==> src/rtl/adsr_envelope_pkg.sv <==
// Shared constants and state type for the ADSR envelope block.
// The optional exponential release tail is selected with ENV_EXP_RELEASE_EN.
package adsr_envelope_pkg;

    localparam int unsigned SYNTH_WIDTH = 16;
    localparam int unsigned ENV_WIDTH   = 16;
    localparam logic [ENV_WIDTH-1:0] ENV_MAX = '1;

    typedef enum logic [2:0] {
        ENV_IDLE,
        ENV_ATTACK,
        ENV_DECAY,
        ENV_SUSTAIN,
        ENV_RELEASE
    } env_state_t;

endpackage

==> src/rtl/env_vca.sv <==
// Two-stage VCA: signed sample times unsigned level, then arithmetic shift
// back to sample width (floor rounding). Valid is delayed to match.
module env_vca
    import adsr_envelope_pkg::*;
#(
    parameter int unsigned SAMPLE_W = 16,
    parameter int unsigned LEVEL_W  = 16
) (
    input  logic                       clk_i,
    input  logic                       rst_ni,
    input  logic signed [SAMPLE_W-1:0] sample_i,
    input  logic                       valid_i,
    input  logic        [LEVEL_W-1:0]  level_i,
    output logic signed [SAMPLE_W-1:0] sample_o,
    output logic                       valid_o
);

    localparam int unsigned PROD_W = SAMPLE_W + LEVEL_W + 1;

    logic signed [PROD_W-1:0]   sample_ext;
    logic signed [PROD_W-1:0]   level_ext;
    logic signed [PROD_W-1:0]   prod_d, prod_q;
    logic                       valid1_q;
    logic signed [SAMPLE_W-1:0] sample_d, sample_q;
    logic                       valid2_q;

    // Level is zero-extended so it always acts as a non-negative gain.
    assign sample_ext = {{(LEVEL_W + 1){sample_i[SAMPLE_W-1]}}, sample_i};
    assign level_ext  = {{(SAMPLE_W + 1){1'b0}}, level_i};
    assign prod_d     = sample_ext * level_ext;
    assign sample_d   = SAMPLE_W'(prod_q >>> LEVEL_W);

    always_ff @(posedge clk_i or negedge rst_ni) begin
        if (!rst_ni) begin
            prod_q   <= '0;
            valid1_q <= 1'b0;
            sample_q <= '0;
            valid2_q <= 1'b0;
        end else begin
            valid1_q <= valid_i;
            valid2_q <= valid1_q;
            if (valid_i) begin
                prod_q <= prod_d;
            end
            if (valid1_q) begin
                sample_q <= sample_d;
            end
        end
    end

    assign sample_o = sample_q;
    assign valid_o  = valid2_q;

endmodule

==> src/rtl/adsr_envelope.sv <==
// ADSR amplitude envelope: gate-driven FSM stepping the level on sample strobes,
// feeding env_vca. Define ENV_EXP_RELEASE_EN for an exponential release tail.
module adsr_envelope
    import adsr_envelope_pkg::*;
#(
    parameter int unsigned SYNTH_WIDTH = adsr_envelope_pkg::SYNTH_WIDTH,
    parameter int unsigned ENV_WIDTH   = adsr_envelope_pkg::ENV_WIDTH
) (
    input  logic                          clk_in,
    input  logic                          rst_in,
    input  logic signed [SYNTH_WIDTH-1:0] sample_in,
    input  logic                          sample_valid_in,
    input  logic                          gate_in,
    input  logic        [ENV_WIDTH-1:0]   attack_rate_in,
    input  logic        [ENV_WIDTH-1:0]   decay_rate_in,
    input  logic        [ENV_WIDTH-1:0]   sustain_level_in,
    input  logic        [ENV_WIDTH-1:0]   release_rate_in,
    output logic signed [SYNTH_WIDTH-1:0] sample_out,
    output logic                          sample_valid_out,
    output logic        [ENV_WIDTH-1:0]   env_out,
    output logic                          active_out
);

    localparam logic [ENV_WIDTH-1:0] LVL_MAX = '1;

    env_state_t           state_q, state_d;
    logic [ENV_WIDTH-1:0] level_q, level_d;
    logic                 gate_q;
    logic                 gate_rise, gate_fall;
    logic [ENV_WIDTH:0]   att_sum;
    logic [ENV_WIDTH:0]   rel_dec;
    logic                 rel_instant;

    assign gate_rise = gate_in & ~gate_q;
    assign gate_fall = ~gate_in & gate_q;
    assign att_sum   = {1'b0, level_q} + {1'b0, attack_rate_in};

`ifdef ENV_EXP_RELEASE_EN
    assign rel_dec     = {1'b0, level_q >> release_rate_in[3:0]} + (ENV_WIDTH + 1)'(1);
    assign rel_instant = 1'b0;
`else
    assign rel_dec     = {1'b0, release_rate_in};
    assign rel_instant = (release_rate_in == '0);
`endif

    always_comb begin
        state_d = state_q;
        level_d = level_q;
        // Any gate edge pre-empts the level step on that cycle.
        if (gate_rise) begin
            state_d = ENV_ATTACK;
        end else if (gate_fall) begin
            if (state_q inside {ENV_ATTACK, ENV_DECAY, ENV_SUSTAIN}) begin
                state_d = ENV_RELEASE;
            end
        end else if (sample_valid_in) begin
            unique case (state_q)
                ENV_ATTACK: begin
                    if (attack_rate_in == '0 || att_sum >= {1'b0, LVL_MAX}) begin
                        level_d = LVL_MAX;
                        state_d = ENV_DECAY;
                    end else begin
                        level_d = att_sum[ENV_WIDTH-1:0];
                    end
                end
                ENV_DECAY: begin
                    if (decay_rate_in == '0 || level_q <= sustain_level_in ||
                        (level_q - sustain_level_in) <= decay_rate_in) begin
                        level_d = sustain_level_in;
                        state_d = ENV_SUSTAIN;
                    end else begin
                        level_d = level_q - decay_rate_in;
                    end
                end
                ENV_SUSTAIN: begin
                    level_d = sustain_level_in;
                end
                ENV_RELEASE: begin
                    if (rel_instant || rel_dec >= {1'b0, level_q}) begin
                        level_d = '0;
                        state_d = ENV_IDLE;
                    end else begin
                        level_d = level_q - rel_dec[ENV_WIDTH-1:0];
                    end
                end
                default: begin
                    level_d = '0;
                end
            endcase
        end
    end

    always_ff @(posedge clk_in or negedge rst_in) begin
        if (!rst_in) begin
            state_q <= ENV_IDLE;
            level_q <= '0;
            gate_q  <= 1'b0;
        end else begin
            state_q <= state_d;
            level_q <= level_d;
            gate_q  <= gate_in;
        end
    end

    env_vca #(
        .SAMPLE_W (SYNTH_WIDTH),
        .LEVEL_W  (ENV_WIDTH)
    ) u_vca (
        .clk_i    (clk_in),
        .rst_ni   (rst_in),
        .sample_i (sample_in),
        .valid_i  (sample_valid_in),
        .level_i  (level_q),
        .sample_o (sample_out),
        .valid_o  (sample_valid_out)
    );

    assign env_out    = level_q;
    assign active_out = (state_q != ENV_IDLE);

endmodule

==> config.mk <==
export PLATFORM = sky130hd
export DESIGN_NAME = adsr_envelope
export DESIGN_NICKNAME = d
export VERILOG_FILES = /design/src/rtl/adsr_envelope_pkg.sv /design/src/rtl/env_vca.sv /design/src/rtl/adsr_envelope.sv
export SDC_FILE = /design/constraint.sdc
export NUM_CORES = 1
export LEC_CHECK = 0
export BUFFER_PORTS_ARGS = -buffer_cell sky130_fd_sc_hd__buf_2
export CAP_MARGIN = 20
export CORE_MARGIN = 8
export CORE_UTILIZATION = 45
export CTS_CLUSTER_DIAMETER = 60
export DETAILED_ROUTE_END_ITERATION = 10
export PLACE_DENSITY = 0.72
export REMOVE_ABC_BUFFERS = 1
export SLEW_MARGIN = 40
export SYNTH_ARGS = -nofsm -noshare
export SYNTH_HDL_FRONTEND = slang
export SYNTH_SLANG_ARGS = --single-unit
==> constraint.sdc <==
create_clock -name clk_in -period 18.74 [get_ports clk_in]
set_input_delay 3.748 -clock clk_in [delete_from_list [all_inputs] [get_ports clk_in]]
set_output_delay 3.748 -clock clk_in [all_outputs]
set_load 0.02 [all_outputs]
== Word-level counts from Yosys, hierarchy flattened ==
Index checks and enable logic that the tools add are counted.
Operators by class
  $add $sub $neg: 4
  multiply operators: 1
  magnitude comparators: 4
  equality and inequality tests: 8
  mux-type cells: 12
  bitwise operators: 6
  reduce and logical (&&, ||, !) cells: 13
Operators with widths (number)
  one-hot mux 16 bit (4 select lines): 1
  logical NOT 16 bit: 3
  two-way mux 16 bit: 3
  subtractor 16 bit: 3
  less-or-equal comparator 16 bit: 2
  multiplier 16 x 17 -> 32 bit: 1
  two-way mux 3 bit: 7
  adder 16 x 16 -> 17 bit: 1
  >= comparator 17 x 16 -> 1 bit, second input constant: 1
  >= comparator 16 bit: 1
  one-hot mux 3 bit (3 select lines): 1
  nonzero test 3 bit: 3
  != test 4 x 3 -> 1 bit, second input constant: 2
  equality test 3 x 2 -> 1 bit, second input constant: 2
  AND reduction 6 bit: 1
  nonzero test 5 bit: 1
  logical OR 1 bit: 4
  != test 4 bit, second input constant: 1
  NOT 1 bit: 4
  equality test 3 x 1 -> 1 bit, second input constant: 1
  equality test 3 bit, second input constant: 1
  != test 3 x 2 -> 1 bit, second input constant: 1
  AND reduction 3 bit: 1
  bitwise AND 1 bit: 2
Storage, ports and cells
  bits in registers: 70
  input bits: 84
  output and inout bits: 34
  word-level logic and storage cells: 55

== Longest topological paths before layout ==
Gate-level depths: netlist (run 1).
  word-level depth: 8
  mapped depth: 24
  depth with buffers taken out: 22

== Cells and area by module ==
Synthesis (run 1) repeated with hierarchy kept, for this count alone.
Second synthesis, totals
  cells, all modules: 1765
  area, all modules: 14896.8 sq um
By module, submodules not included
  env_vca: instances 1, cells an instance 1116, area each 10032.1 sq um, seq. area each 850.8 sq um
  adsr_envelope: instances 1, cells an instance 649, area each 4864.7 sq um, seq. area each 500.5 sq um

== Least setup slack after synthesis (run 1) ==
OpenSTA, ideal clock, no wires.
  kind: in2reg
  start point: input sample_in[15]
  end point: register u_vca.prod_q[30]
  library setup time: 0.125 ns
  arrival: 9.304 ns
  data required time: 18.615 ns
  setup slack: 9.311 ns
  stages: 21
  buffers on the path: 1
  cell sequence: clkbuf_1 -> clkinv_1 -> nor2_1 -> fa_1 -> fa_1 -> fa_1 -> fa_1 -> fa_1 -> inv_1 -> fa_1 -> inv_1 -> ha_1 -> a21o_1 -> a21o_1 -> a21oi_1 -> o21ai_0 -> a31o_1 -> o41a_4 -> a31oi_4 -> xnor2_1 -> mux2_4
Between the ends
  cells in the longest elaborated chain, start to end: 1
Ends and longest elaborated chain
  start: declaration: RTL line adsr_envelope.sv:11  | input logic signed [SYNTH_WIDTH-1:0] sample_in,
  multiplier 16 x 17 -> 32 bit: RTL line env_vca.sv:30  | assign prod_d = sample_ext * level_ext;
  end signal: assignment: RTL line env_vca.sv:43  | prod_q <= prod_d;
  end: declaration: RTL line env_vca.sv:22  | logic signed [PROD_W-1:0] prod_d, prod_q;
Every way passes these cells.
A chain may end at the register's enable or synchronous reset.

== Final worst setup path (run 1) ==
Same ends and word-level chain as after synthesis.

==> results of run 1 <==
==> worst max-delay path, stage by stage <==
cell and delay [ps]:
buf_2 230, clkinv_1 400, nor2_1 250, fa_1 450, fa_1 470, fa_1 540
fa_1 430, fa_1 490, inv_1 50, fa_1 480, inv_1 40, ha_1 360
a21o_1 190, a21o_1 170, a21oi_1 170, o21ai_0 100, a31o_1 250, o41a_4 410
a31oi_4 190, xnor2_1 70, mux2_4 250
==> cells in the final DEF, fill, tap and decap left out, drive strengths merged, types with 20 or more instances in the layout <==
| cell type | count |
|---|---|
| a21o | 25 |
| dfrtp | 54 |
| mux2 | 31 |
| fa | 197 |
| ha | 195 |
| buf | 132 |
| o21ai | 49 |
| and2 | 115 |
| nand2 | 168 |
| xor2 | 20 |
| inv | 301 |
| xnor2 | 46 |
| nand4 | 22 |
| a21oi | 61 |
| nor2 | 58 |
==> Yosys cell counts, types with 16 or more instances <==
library cell / count / area (sq um)
a21o_1: 25 / 188
clkbuf_1: 43 / 161
nand4_1: 22 / 138
fa_1: 197 / 3940
xnor2_1: 46 / 403
xor2_1: 20 / 175
mux2_2: 28 / 315
ha_1: 195 / 2440
nor2_1: 58 / 218
inv_1: 300 / 1130
nand2_1: 168 / 631
and2_1: 115 / 719
o21ai_0: 37 / 185
nor4_1: 16 / 100
dfrtp_1: 54 / 1350
a21oi_1: 60 / 300
==> routing by layer <==
metal,up-vias,track usage (%),share of wire [%]
met1,5739,29.0,43
met5,-,0,0.021
met4,2,7.13,3.0
li1,5482,-,-
met3,76,3.31,8.0
met2,446,35.3,46
==> metrics by stage <==
step	util, %	hold slack [ps]	setup slack [ps]	area [sq um]
2_1_floorplan	-	475	9680	13900
6_report	49.1	504	9200	15300
5_1_grt	49.1	529	8930	15300
3_5_place_dp	48.5	490	8900	15100
4_1_cts	49.0	507	9210	15300
3_3_place_gp	48.4	488	8950	15100
==> registers in the layout (all words and copies together) (netlist names) <==
| signal | cells |
|---|---|
| env_out | 16 |
| gate_q | 1 |
| state_q | 3 |
| u_vca.prod_q | 16 |
| u_vca.sample_o | 16 |
| u_vca.valid1_q | 1 |
| u_vca.valid_o | 1 |
==> cells by family (layout without fill, tap and decap cells) <==
| family | Yosys count | count (layout) |
|---|---|---|
| adder cells (fa/ha/maj) | 392 | 392 |
| buffers and inverters | 349 | 442 |
| AO/OA/AOI/OAI | 255 | 255 |
| multiplexers | 33 | 33 |
| other | 0 | 2 |
| AND/OR/NAND/NOR | 462 | 462 |
| XOR/XNOR | 66 | 66 |
| flip-flops | 54 | 54 |
==> layout make-up <==
cell class	count	area (sq um)	area share (%)
Sequential cell	54	1350	8.84
Multi-Input combinational cell	1208	11400	74.7
Clock inverter	2	38.8	0.253
Clock buffer	6	139	0.907
Tap cell	402	503	3.28
Timing Repair Buffer	132	698	4.56
Inverter	302	1130	7.40
Antenna cell	2	5.00	0.0327
==> path summary, 6_finish.rpt <==
check	endpoint	cells past startpoint
min in group asynchronous	u_vca.sample_o[0]	2
worst max-delay path	u_vca.prod_q[30]	21
worst min-delay path	u_vca.sample_o[14]	1
worst max register to register	u_vca.prod_q[30]	19
worst min register to register	u_vca.sample_o[14]	1
max in group asynchronous	env_out[3]	2
==> results.yml, run 1 <==
outcome:
  outcome: "finished, final reports clean"
grt:
  grt_pass1_wl_microns: 63600
  grt-ovfl-total: 0
  grt_max_degree: 55
  grt_use_total_pct: 21.6
  antenna_found_initial: 4
  grt_pass1_vias: 12420
synthesis:
  netlist_area_sq_um: 14100
  synth-simple-area-share_pct: 16.4
  synth_fa_ha_area_share_pct: 45.2
  ys_warn_count: 0
  synth_top_family_by_area: "adder cells"
  synth_flop_cell: "dfrtp_1"
  synthMuxAreaShare_pct: 2.64
  synth_xor_area_share_pct: 4.10
  ys_ff_latch: 54
  synth.distinct_cells: 76
  yosysSeqAreaShare_pct: 9.58
  synthCells: 1611
  async_reset_ff_share_pct: 100
  synth_compound_area_share_pct: 12.7
  syn_area_per_cell_sq_um: 8.76
  synth-edff-count: 0
die:
  dieArea_sq_um: 37300
  pin_count: 118
  die_w_microns: 193
  core-area_sq_um: 31200
  initial_utilization_pct: 45.2
  rows: 65
  die_h_microns: 193
final_layout:
  nets: 2179
  fillers: 2985
  synthToLayoutAreaGrowth_pct: 8.58
  final_cells: 2108
  drive_gt1_share_pct: 11.1
clocking:
  clk_pin_slew_worst_paths_ps: 70
  ctsResizeCount: 0
  insertion_delay_ps: 310
  clock_sinks: 54
  htree_levels: 2
  cts_setup_buffers: 0
  cts-buffers-inserted: 5
  cts_hold_buf: 0
  cts_root_buf: "clkbuf_16"
  cts_tree: "built"
  clock_path_buffers: 2
routing:
  via_per_inst: 5.57
  drt_iter0_markers: 825
  drt_wl_total_microns: 38500
  num_vias: 11745
  drc: 0
  wire_per_inst_microns: 18.2
  drtPass1Iterations: 6
  ant_nets: 0
setup_path:
  worstSetupStartpointType: "primary input"
  r2r_slack_ps: 12190
  cp-end-kind: "register"
  crit_arrival_ps: 9730
  crit_type: "in2reg"
  crit_fanout: 10
  crit_start: "sample_in[15]"
  worstPathRequired_ps: 18930
  r2r_start: "env_out[0]"
hold_path:
  hold_class: "reg2reg"
  hp-start: "u_vca.sample_o[14]"
place:
  dpl.hpwl_microns: 31600
  io_buffers: 117
  dp_cells: 2098
  finalWeightedCongestion: 0.938
flow_run:
  cap_violations: 0
sta:
  worst_pin_slew_ps: 794
  fmax_mhz: 105
  max_slew_margin_pct: 46.7
  period_minus_slack_ps: 9540
  skew_ps: 9.94
  setup_viol: 0
  finalHoldViolations: 0
  slew_violations: 0
  post-route-period-util_pct: 50.9
  rsz0062_at_grt: "no"
  finalSetupTns_ps: 0
Power of run 1 is left out: the tool's default activity adds up to more than one toggle a clock period on the data nets, which glitch-free logic cannot reach.
==> run 2: changes to the inputs <==
--- a/config.mk
+++ b/config.mk
@@ -11,7 +11,7 @@
 export CORE_UTILIZATION = 45
 export CTS_CLUSTER_DIAMETER = 60
 export DETAILED_ROUTE_END_ITERATION = 10
-export PLACE_DENSITY = 0.72
+export PLACE_DENSITY = 0.74
 export REMOVE_ABC_BUFFERS = 1
 export SLEW_MARGIN = 40
 export SYNTH_ARGS = -nofsm -noshare
==> constraint.sdc (replaced) <==
create_clock -name clk_in -period 8 [get_ports clk_in]
set_input_delay 1.6 -clock clk_in [delete_from_list [all_inputs] [get_ports clk_in]]
set_output_delay 1.6 -clock clk_in [all_outputs]
set_load 0.02 [all_outputs]
==> run 2 against run 1 <==
  * Sequential share of layout area about the same
  * Hold slack better by 1.0 ps
  * Utilization hardly changed
  * Largest cell class unchanged
  * Die area did not move
  * Clock skew rose by 1.7 ps
  * Critical path depth down 1
  * Via count grew 1.9%
  * Flip-flop and latch count did not move
  * Critical path type unchanged
  * Non-clock buffer count increased by 1
==> results.yml, run 2 (synthesis gave the netlist of run 1 again) <==
final_layout:
  final_cells: 2108
  fillers: 3005
  final_common_cell: "inv_1"
  final_area_sq_um: 15300
  nets: 2180
  drive_gt1_share_pct: 11.1
  multi_input_area_sq_um: 11400
  synthToLayoutAreaGrowth_pct: 8.57
  mostFrequentLayoutCells: "inv_1, fa_1, ha_1"
  seqCellArea_sq_um: 1350
sta:
  max_slew_margin_pct: 42.0
  fmax_mhz: 136
  post-route-period-util_pct: 92.2
  rsz0062_at_grt: "no"
  slew_violations: 0
  setup_slack_ps: 622
  worst_pin_slew_ps: 870
  period_minus_slack_ps: 7380
  setup_viol: 0
  finalSetupTns_ps: 0
  finalHoldViolations: 0
  skew_ps: 11.7
die:
  initial_utilization_pct: 45.2
  rows: 65
  pin_count: 118
  die_h_microns: 193
  core-area_sq_um: 31200
  die_w_microns: 193
  dieArea_sq_um: 37300
setup_path:
  worstSetupStartpointType: "primary input"
  path_delay_family: "adder cells"
  ff2ff_path_depth: 19
  crit_type: "in2reg"
  crit_top_cell: "fa_1"
  path_buf_inv: 3
  crit_arrival_ps: 7570
  crit_cells: 20
  crit_fanout: 16
  worstPathRequired_ps: 8190
  max_stage_delay_ps: 550
  cp_slowest_cell: "fa_1"
  cp-end-kind: "register"
  cp_cell_sequence: "buf_2, and2_1, fa_1, inv_1, fa_1, fa_1, fa_1, inv_1, fa_1, fa_1, ha_1, nand2_1, o21ai_0, a211oi_2, a41oi_2, a31o_1, o41a_4, a31oi_4, xnor2_1, mux2_4"
clocking:
  clk_pin_slew_worst_paths_ps: 70
  ctsResizeCount: 0
  cts-buffers-inserted: 5
  insertion_delay_ps: 310
  clock_path_buffers: 2
  htree_levels: 2
  clock_sinks: 54
  cts_setup_buffers: 0
  cts_hold_buf: 0
  cts_root_buf: "clkbuf_16"
  cts_tree: "built"
routing:
  drc: 0
  via_per_inst: 5.68
  dr.max_layer_used: "met5"
  drtPass1Iterations: 5
  drt_wl_total_microns: 38900
  dr_wl_met2_microns: 17800
  num_vias: 11973
  wire_per_inst_microns: 18.4
  drt_iter0_markers: 876
  ant_nets: 0
  wl_met3_microns: 3160
  wl_met1_microns: 16700
grt:
  antenna_found_initial: 2
  grt_pass1_vias: 12518
  grt_pass1_wl_microns: 63500
  grt_max_degree: 55
  grt_use_total_pct: 21.5
  grt-ovfl-total: 0
flow_run:
  cap_violations: 0
outcome:
  outcome: "finished, final reports clean"
place:
  io_buffers: 117
  dp_cells: 2099
  dpl.hpwl_microns: 31900
  finalWeightedCongestion: 0.949
  placed_area_sq_um: 15100
  pre_cts_ws_ps: 286
hold_path:
  holdPathStages: 1
  hold_class: "reg2reg"
run 2: final timing paths:
check	slack, ps	from	endpoint
max	620	sample_in[4]	u_vca.prod_q[30]
min	500	u_vca.sample_o[0]	u_vca.sample_o[0]
max reg2reg	1220	env_out[7]	u_vca.prod_q[30]
min reg2reg	500	u_vca.sample_o[0]	u_vca.sample_o[0]
max in group asynchronous	6040	rst_in	env_out[4]
min in group asynchronous	1410	rst_in	u_vca.sample_o[0]
run 2: layer usage:
metal  global-route usage [%]  vias to the layer above
met5                        0                        -
met4                     7.19                        4
met3                     3.96                       85
met2                     35.0                      452
met1                     28.7                     5958
li1                         -                     5474
run 2: final cells by class:
cell class | count | area share, %
timing repair buffer | 133 | 4.61
clock buffer | 5 | 0.817
tap | 402 | 3.28
multi-input combinational | 1208 | 74.7
sequential | 54 | 8.84
clock inverter | 3 | 0.310
antenna | 1 | 0.0163
inverter | 302 | 7.40
run 2: through the flow:
step           hold WS [ps]  utilization, %
2_1_floorplan           475               -
3_3_place_gp            488            48.5
3_5_place_dp            492            48.5
4_1_cts                 509            49.0
5_1_grt                 530            49.0
6_report                505            49.0
run 2: worst register-to-register path, delay by kind of cell, from the launching register on:
family	cells	cell delay, ps
flip-flops	1	720
multiplexers	1	260
AO/OA/AOI/OAI	6	1770
XOR/XNOR	1	80
adder cells (fa/ha/maj)	7	3280
buffers and inverters	2	100
AND/OR/NAND/NOR	2	450
Power of run 2 is left out for the same reason.
